$ cat config.mk
export PLATFORM = sky130hd
export DESIGN_NAME = volume_envelope_array
export DESIGN_NICKNAME = d
export VERILOG_FILES = /design/src/rtl/volume_envelope_array.sv
export SDC_FILE = /design/constraint.sdc
export NUM_CORES = 1
export LEC_CHECK = 0
export ABC_AREA = 0
export ABC_CLOCK_PERIOD_IN_PS = 6500
export BUFFER_PORTS_ARGS = -buffer_cell sky130_fd_sc_hd__buf_4
export CORE_MARGIN = 4
export CORE_UTILIZATION = 46
export DETAILED_ROUTE_END_ITERATION = 7
export PLACE_DENSITY = 0.71
export SLEW_MARGIN = 15
export SYNTH_ARGS = -nofsm -noshare
export SYNTH_HDL_FRONTEND = slang
export SYNTH_SLANG_ARGS = --single-unit
$ cat constraint.sdc
create_clock -name clock_64 -period 6.5 [get_ports clock_64]
set_input_delay 0.325 -clock clock_64 [delete_from_list [all_inputs] [get_ports clock_64]]
set_output_delay 0.325 -clock clock_64 [all_outputs]
set_load 0.02 [all_outputs]
$ cat src/rtl/volume_envelope_array.sv
// Multi-channel volume envelope generator for the audio mixer.
// Each channel restarts on trigger and steps its volume every N ticks.
module volume_envelope_array #(
  parameter int NUM_CH = 4,
  parameter int VOL_W = 4,
  parameter int PER_W = 3,
  localparam int CFG_W = VOL_W + 1 + PER_W,
  localparam int CH_W = (NUM_CH > 1) ? $clog2(NUM_CH) : 1
) (
  input  logic                    clock_64,
  input  logic                    reset,
  input  logic                    wr_en,
  input  logic [CH_W-1:0]         wr_ch,
  input  logic [CFG_W-1:0]        wr_data,
  input  logic [NUM_CH-1:0]       trigger,
  output logic [NUM_CH*VOL_W-1:0] volume,
  output logic [NUM_CH-1:0]       dac_en,
  output logic [NUM_CH-1:0]       env_active
);

  typedef enum logic [1:0] {
    IDLE,
    HOLD,
    RUN,
    DONE
  } state_t;

  localparam logic [VOL_W-1:0] VMAX = {VOL_W{1'b1}};

  for (genvar c = 0; c < NUM_CH; c++) begin : g_ch
    state_t           state_q, state_d;
    logic [CFG_W-1:0] cfg_q, cfg_d, eff;
    logic [VOL_W-1:0] vol_q, vol_d, e_vol, run_lim, e_lim;
    logic [PER_W-1:0] cnt_q, cnt_d, per_q, per_d, e_per;
    logic             dir_q, dir_d, e_inc, e_on, wr_hit;
    logic [VOL_W:0]   step;

    assign wr_hit = wr_en && (int'(wr_ch) == c);
    assign eff = wr_hit ? wr_data : cfg_q;
    assign e_vol = eff[CFG_W-1 -: VOL_W];
    assign e_inc = eff[PER_W];
    assign e_per = eff[PER_W-1:0];
    assign e_on = |eff[CFG_W-1:PER_W];
    assign e_lim = e_inc ? VMAX : '0;
    assign run_lim = dir_q ? VMAX : '0;

    // Extra headroom bit; the limit check stops before any wrap
    assign step = dir_q ? ({1'b0, vol_q} + (VOL_W+1)'(1))
                        : ({1'b0, vol_q} - (VOL_W+1)'(1));

    always_comb begin
      state_d = state_q;
      cfg_d = eff;
      vol_d = vol_q;
      cnt_d = cnt_q;
      dir_d = dir_q;
      per_d = per_q;
      if (wr_hit && !e_on) begin
        state_d = IDLE;
        vol_d = '0;
      end else if (trigger[c] && e_on) begin
        vol_d = e_vol;
        dir_d = e_inc;
        per_d = e_per;
        cnt_d = e_per;
        if (e_per == '0)
          state_d = HOLD;
        else if (e_vol == e_lim)
          state_d = DONE;
        else
          state_d = RUN;
      end else if (state_q == RUN) begin
        if (cnt_q == PER_W'(1)) begin
          cnt_d = per_q;
          vol_d = step[VOL_W-1:0];
          if (step == {1'b0, run_lim})
            state_d = DONE;
        end else begin
          cnt_d = cnt_q - PER_W'(1);
        end
      end
    end

    always_ff @(posedge clock_64 or posedge reset) begin
      if (reset) begin
        state_q <= IDLE;
        cfg_q <= '0;
        vol_q <= '0;
        cnt_q <= '0;
        dir_q <= 1'b0;
        per_q <= '0;
      end else begin
        state_q <= state_d;
        cfg_q <= cfg_d;
        vol_q <= vol_d;
        cnt_q <= cnt_d;
        dir_q <= dir_d;
        per_q <= per_d;
      end
    end

    assign volume[c*VOL_W +: VOL_W] = vol_q;
    assign dac_en[c] = |cfg_q[CFG_W-1:PER_W];
    assign env_active[c] = (state_q == RUN);
  end

endmodule

==> impl_metrics.py <==
metrics = {
    "status": {
        "status": "completed",
    },
    "clock_tree": {
        "cts.clk_slew.worst_paths_ns": 0.08,
        "cts_root_buf": "clkbuf_8",
        "numCtsBuffers": 9,
        "clkLatencyLatePin_ns": 0.36,
        "hold_buffers": 0,
        "h-tree-depth": 3,
        "cts_tree": "built",
        "cts.sinks": 84,
        "post_cts_resized": 0,
        "cts_max_path_buffers": 2,
        "cts_setup_buffers": 0,
    },
    "layout": {
        "area_growth_pct": 13.3,
        "instances_no_fill": 701,
        "diodes": 0,
        "finalInstanceArea_sq_um": 5490,
        "final_common_cell": "dfrtp_1",
        "drive_above_1_share": 0.149,
        "layout_common_cells": "dfrtp_1 (84), nand2_1 (77), inv_1 (43), buf_4 (43), o21ai_0 (33)",
        "nets": 605,
    },
    "timing": {
        "fin_skew_ns": 0.0100,
        "rsz0062_at_grt": "false",
        "worst_slew_pin_slew_ns": 1.07,
        "post-route-period-util": 0.431,
        "setup_viol": 0,
        "relSlewSlack": 0.283,
        "fin_crit_ns": 2.80,
        "timing.hold.ws_ns": 0.0426,
        "setup_tns_ns": 0,
        "hold_violations": 0,
        "fmax_ghz": 0.357,
        "maxSlewViolCount": 0,
    },
    "synthesis": {
        "syn-instance-count": 518,
        "synth_xor_area_frac": 0.0217,
        "ys_ff_latch": 84,
        "syn_nets": 563,
        "synth-simple-area-share": 0.176,
        "netlist_area_sq_um": 4840,
        "synth_top_family_by_area": "simple AND/OR/NAND/NOR gates",
        "ys_seq_area_frac": 0.434,
        "synthMuxAreaShare": 0.104,
        "yosys_warnings": 0,
        "synth-main-ff-cell": "dfrtp_1",
        "synth_cell_types": 49,
        "synth_edf_count": 0,
        "syn_area_per_cell_sq_um": 9.35,
        "synth-compound-area-share": 0.140,
        "synthArstFlopShare": 1.00,
        "synth_adder_area_share": 0.0786,
    },
    "drt": {
        "routed_wl_mm": 10.4,
        "drt-pass1-iter-count": 4,
        "drtIter0Drc": 171,
        "vias_per_cell": 5.40,
        "ant_nets": 0,
        "drc": 0,
        "num_vias": 3784,
        "route.detailed.wl_per_inst_um": 14.9,
    },
    "critical_path": {
        "r2r_cells": 8,
        "cpPeakStageDelay_ns": 0.86,
        "r2r-start": "g_ch[0].dir_q$_DFFE_PP0P_",
        "required_ns": 6.77,
        "arrival_ns": 3.07,
        "path_buf_inv": 2,
        "endpoint_kind": "flip-flop",
        "crit_path_cell_trace": "buf_4, nor3b_2, mux2i_1, ha_1, inv_1, o21ai_2, and2_1, nand2_1, o221ai_1",
        "critPathKind": "input port to flip-flop",
        "reg2reg_to": "g_ch[0].state_q[0]$_DFFE_PP0P_",
        "crit_slowest_cell": "nor3b_2",
        "ff2ff_setup_slack_ns": 4.20,
        "worst-path-max-fanout": 15,
        "path_delay_family": "simple AND/OR/NAND/NOR gates",
        "start_kind": "input port",
    },
    "floorplan": {
        "io_pins": 41,
        "fp.dieH_um": 111,
        "rows": 37,
        "initial_utilization": 0.471,
        "core_sq_um": 10300,
        "fp.dieW_um": 111,
        "die-area_sq_um": 12200,
    },
    "place": {
        "gp_congestion": 0.814,
        "dp_hpwl_mm": 7.75,
        "place_area_sq_um": 5280,
        "dp.cells": 684,
        "io_buffers": 40,
    },
    "grt": {
        "grt_pass1_vias": 3838,
        "antenna_found_initial": 0,
        "grt_first_pass_wirelength_mm": 18.1,
        "grt_use_total": 0.176,
        "gr-total-overflow": 0,
        "grt_max_degree": 85,
    },
    "power": {
        "p_per_area_nw_per_um2": 360,
        "p_leak_nw": 2.65,
        "vdd_ir_drop_max_v": 0.000205,
    },
    "hold_path": {
        "hp-class": "input port to asynchronous set/reset pin",
    },
    "job": {
        "drv_cap": 0,
    },
}
[how the worst max path moves through the flow]
stage | start | endpoint | slack, ns | cells after the start
6_report | wr_ch[1] | g_ch[0].cnt_q[0]$_DFFE_PP0P_ | 3.70 | 9
5_1_grt | wr_ch[1] | g_ch[0].cnt_q[1]$_DFFE_PP0P_ | 3.45 | 9
4_1_cts | wr_ch[1] | g_ch[0].cnt_q[2]$_DFFE_PP0P_ | 3.72 | 9
3_5_place_dp | wr_ch[1] | g_ch[0].cnt_q[1]$_DFFE_PP0P_ | 3.33 | 9
3_3_place_gp | wr_ch[1] | g_ch[0].cnt_q[2]$_DFFE_PP0P_ | 3.53 | 9
2_1_floorplan | reset | g_ch[0].cfg_q[0]$_DFF_PP0_ | 4.01 | 1
[metrics by stage]
step / utilization / worst slack (ns) / power, mW
6_report: 0.534 / 3.70 / 1.98
5_1_grt: 0.534 / 3.45 / 2.14
4_1_cts: 0.531 / 3.72 / 1.99
3_5_place_dp: 0.514 / 3.33 / 1.64
3_3_place_gp: 0.514 / 3.53 / 1.61
2_1_floorplan: - / 4.01 / 1.41
[layer usage]
| layer | GRT usage | routed length [um] | up-vias |
|---|---|---|---|
| li1 | - | - | 1879 |
| met1 | 0.234 | 4870 | 1812 |
| met2 | 0.294 | 5020 | 81 |
| met3 | 0.0416 | 459 | 12 |
| met4 | 0.0369 | 95 | 0 |
| met5 | 0 | 0 | - |
[worst reg2reg max path, cell delays in order (launching register included)]
cell	delay, ns
dfrtp_1	0.49
inv_1	0.13
ha_1	0.28
a21o_1	0.15
a21oi_1	0.17
xnor2_1	0.13
or3_1	0.35
a211oi_1	0.35
o311a_1	0.19
[synthesized netlist by cell type, drive strengths merged (3+ instances only)]
| cell type | n | share of area |
|---|---|---|
| nor2 | 30 | 0.023 |
| fa | 4 | 0.017 |
| nand2b | 5 | 0.0065 |
| nand2 | 77 | 0.060 |
| o221ai | 3 | 0.0054 |
| dfrtp | 84 | 0.43 |
| ha | 24 | 0.062 |
| nor2b | 10 | 0.013 |
| o21a | 4 | 0.0062 |
| a31oi | 6 | 0.0078 |
| mux2i | 30 | 0.062 |
| a21oi | 23 | 0.024 |
| nand3b | 3 | 0.0047 |
| o21ai | 37 | 0.039 |
| a2bb2oi | 4 | 0.0072 |
| inv | 44 | 0.034 |
| a211oi | 9 | 0.014 |
| nand3 | 17 | 0.018 |
| or3 | 8 | 0.012 |
| a21o | 11 | 0.017 |
| clkbuf | 7 | 0.0054 |
| mux2 | 18 | 0.042 |
| xor2 | 5 | 0.0090 |
| xnor2 | 7 | 0.013 |
| nor3 | 18 | 0.020 |
| buf | 6 | 0.0070 |
| and2 | 5 | 0.0070 |
[flip-flops by register name, indices dropped and copies added, names as in the netlist]
register / count
g_ch.per_q: 12
g_ch.vol_q: 16
g_ch.cnt_q: 12
g_ch.cfg_q: 32
g_ch.state_q: 8
g_ch.dir_q: 4
[area by class of cell]
| class | instances | area (sq um) |
|---|---|---|
| Sequential cell | 84 | 2100 |
| Tap cell | 136 | 170 |
| Multi-Input combinational cell | 377 | 2520 |
| Clock inverter | 5 | 37.5 |
| Fill cell | 945 | 4790 |
| Inverter | 44 | 166 |
| Clock buffer | 11 | 141 |
| Timing Repair Buffer | 44 | 350 |
[cell families after synthesis]
kind of cell | after synthesis
AND/OR/NAND/NOR | 181
XOR/XNOR | 12
AO/OA/AOI/OAI | 108
flip-flops | 84
adder cells (fa/ha/maj) | 28
buffers and inverters | 57
multiplexers | 48
[power by group]
group          internal, mW  total [mW]  switching (mW)
clock network         0.150       0.340           0.190
logic                 0.393       0.866           0.473
registers             0.657       0.770           0.113
No activity file was read; power rests on OpenSTA's default activity.
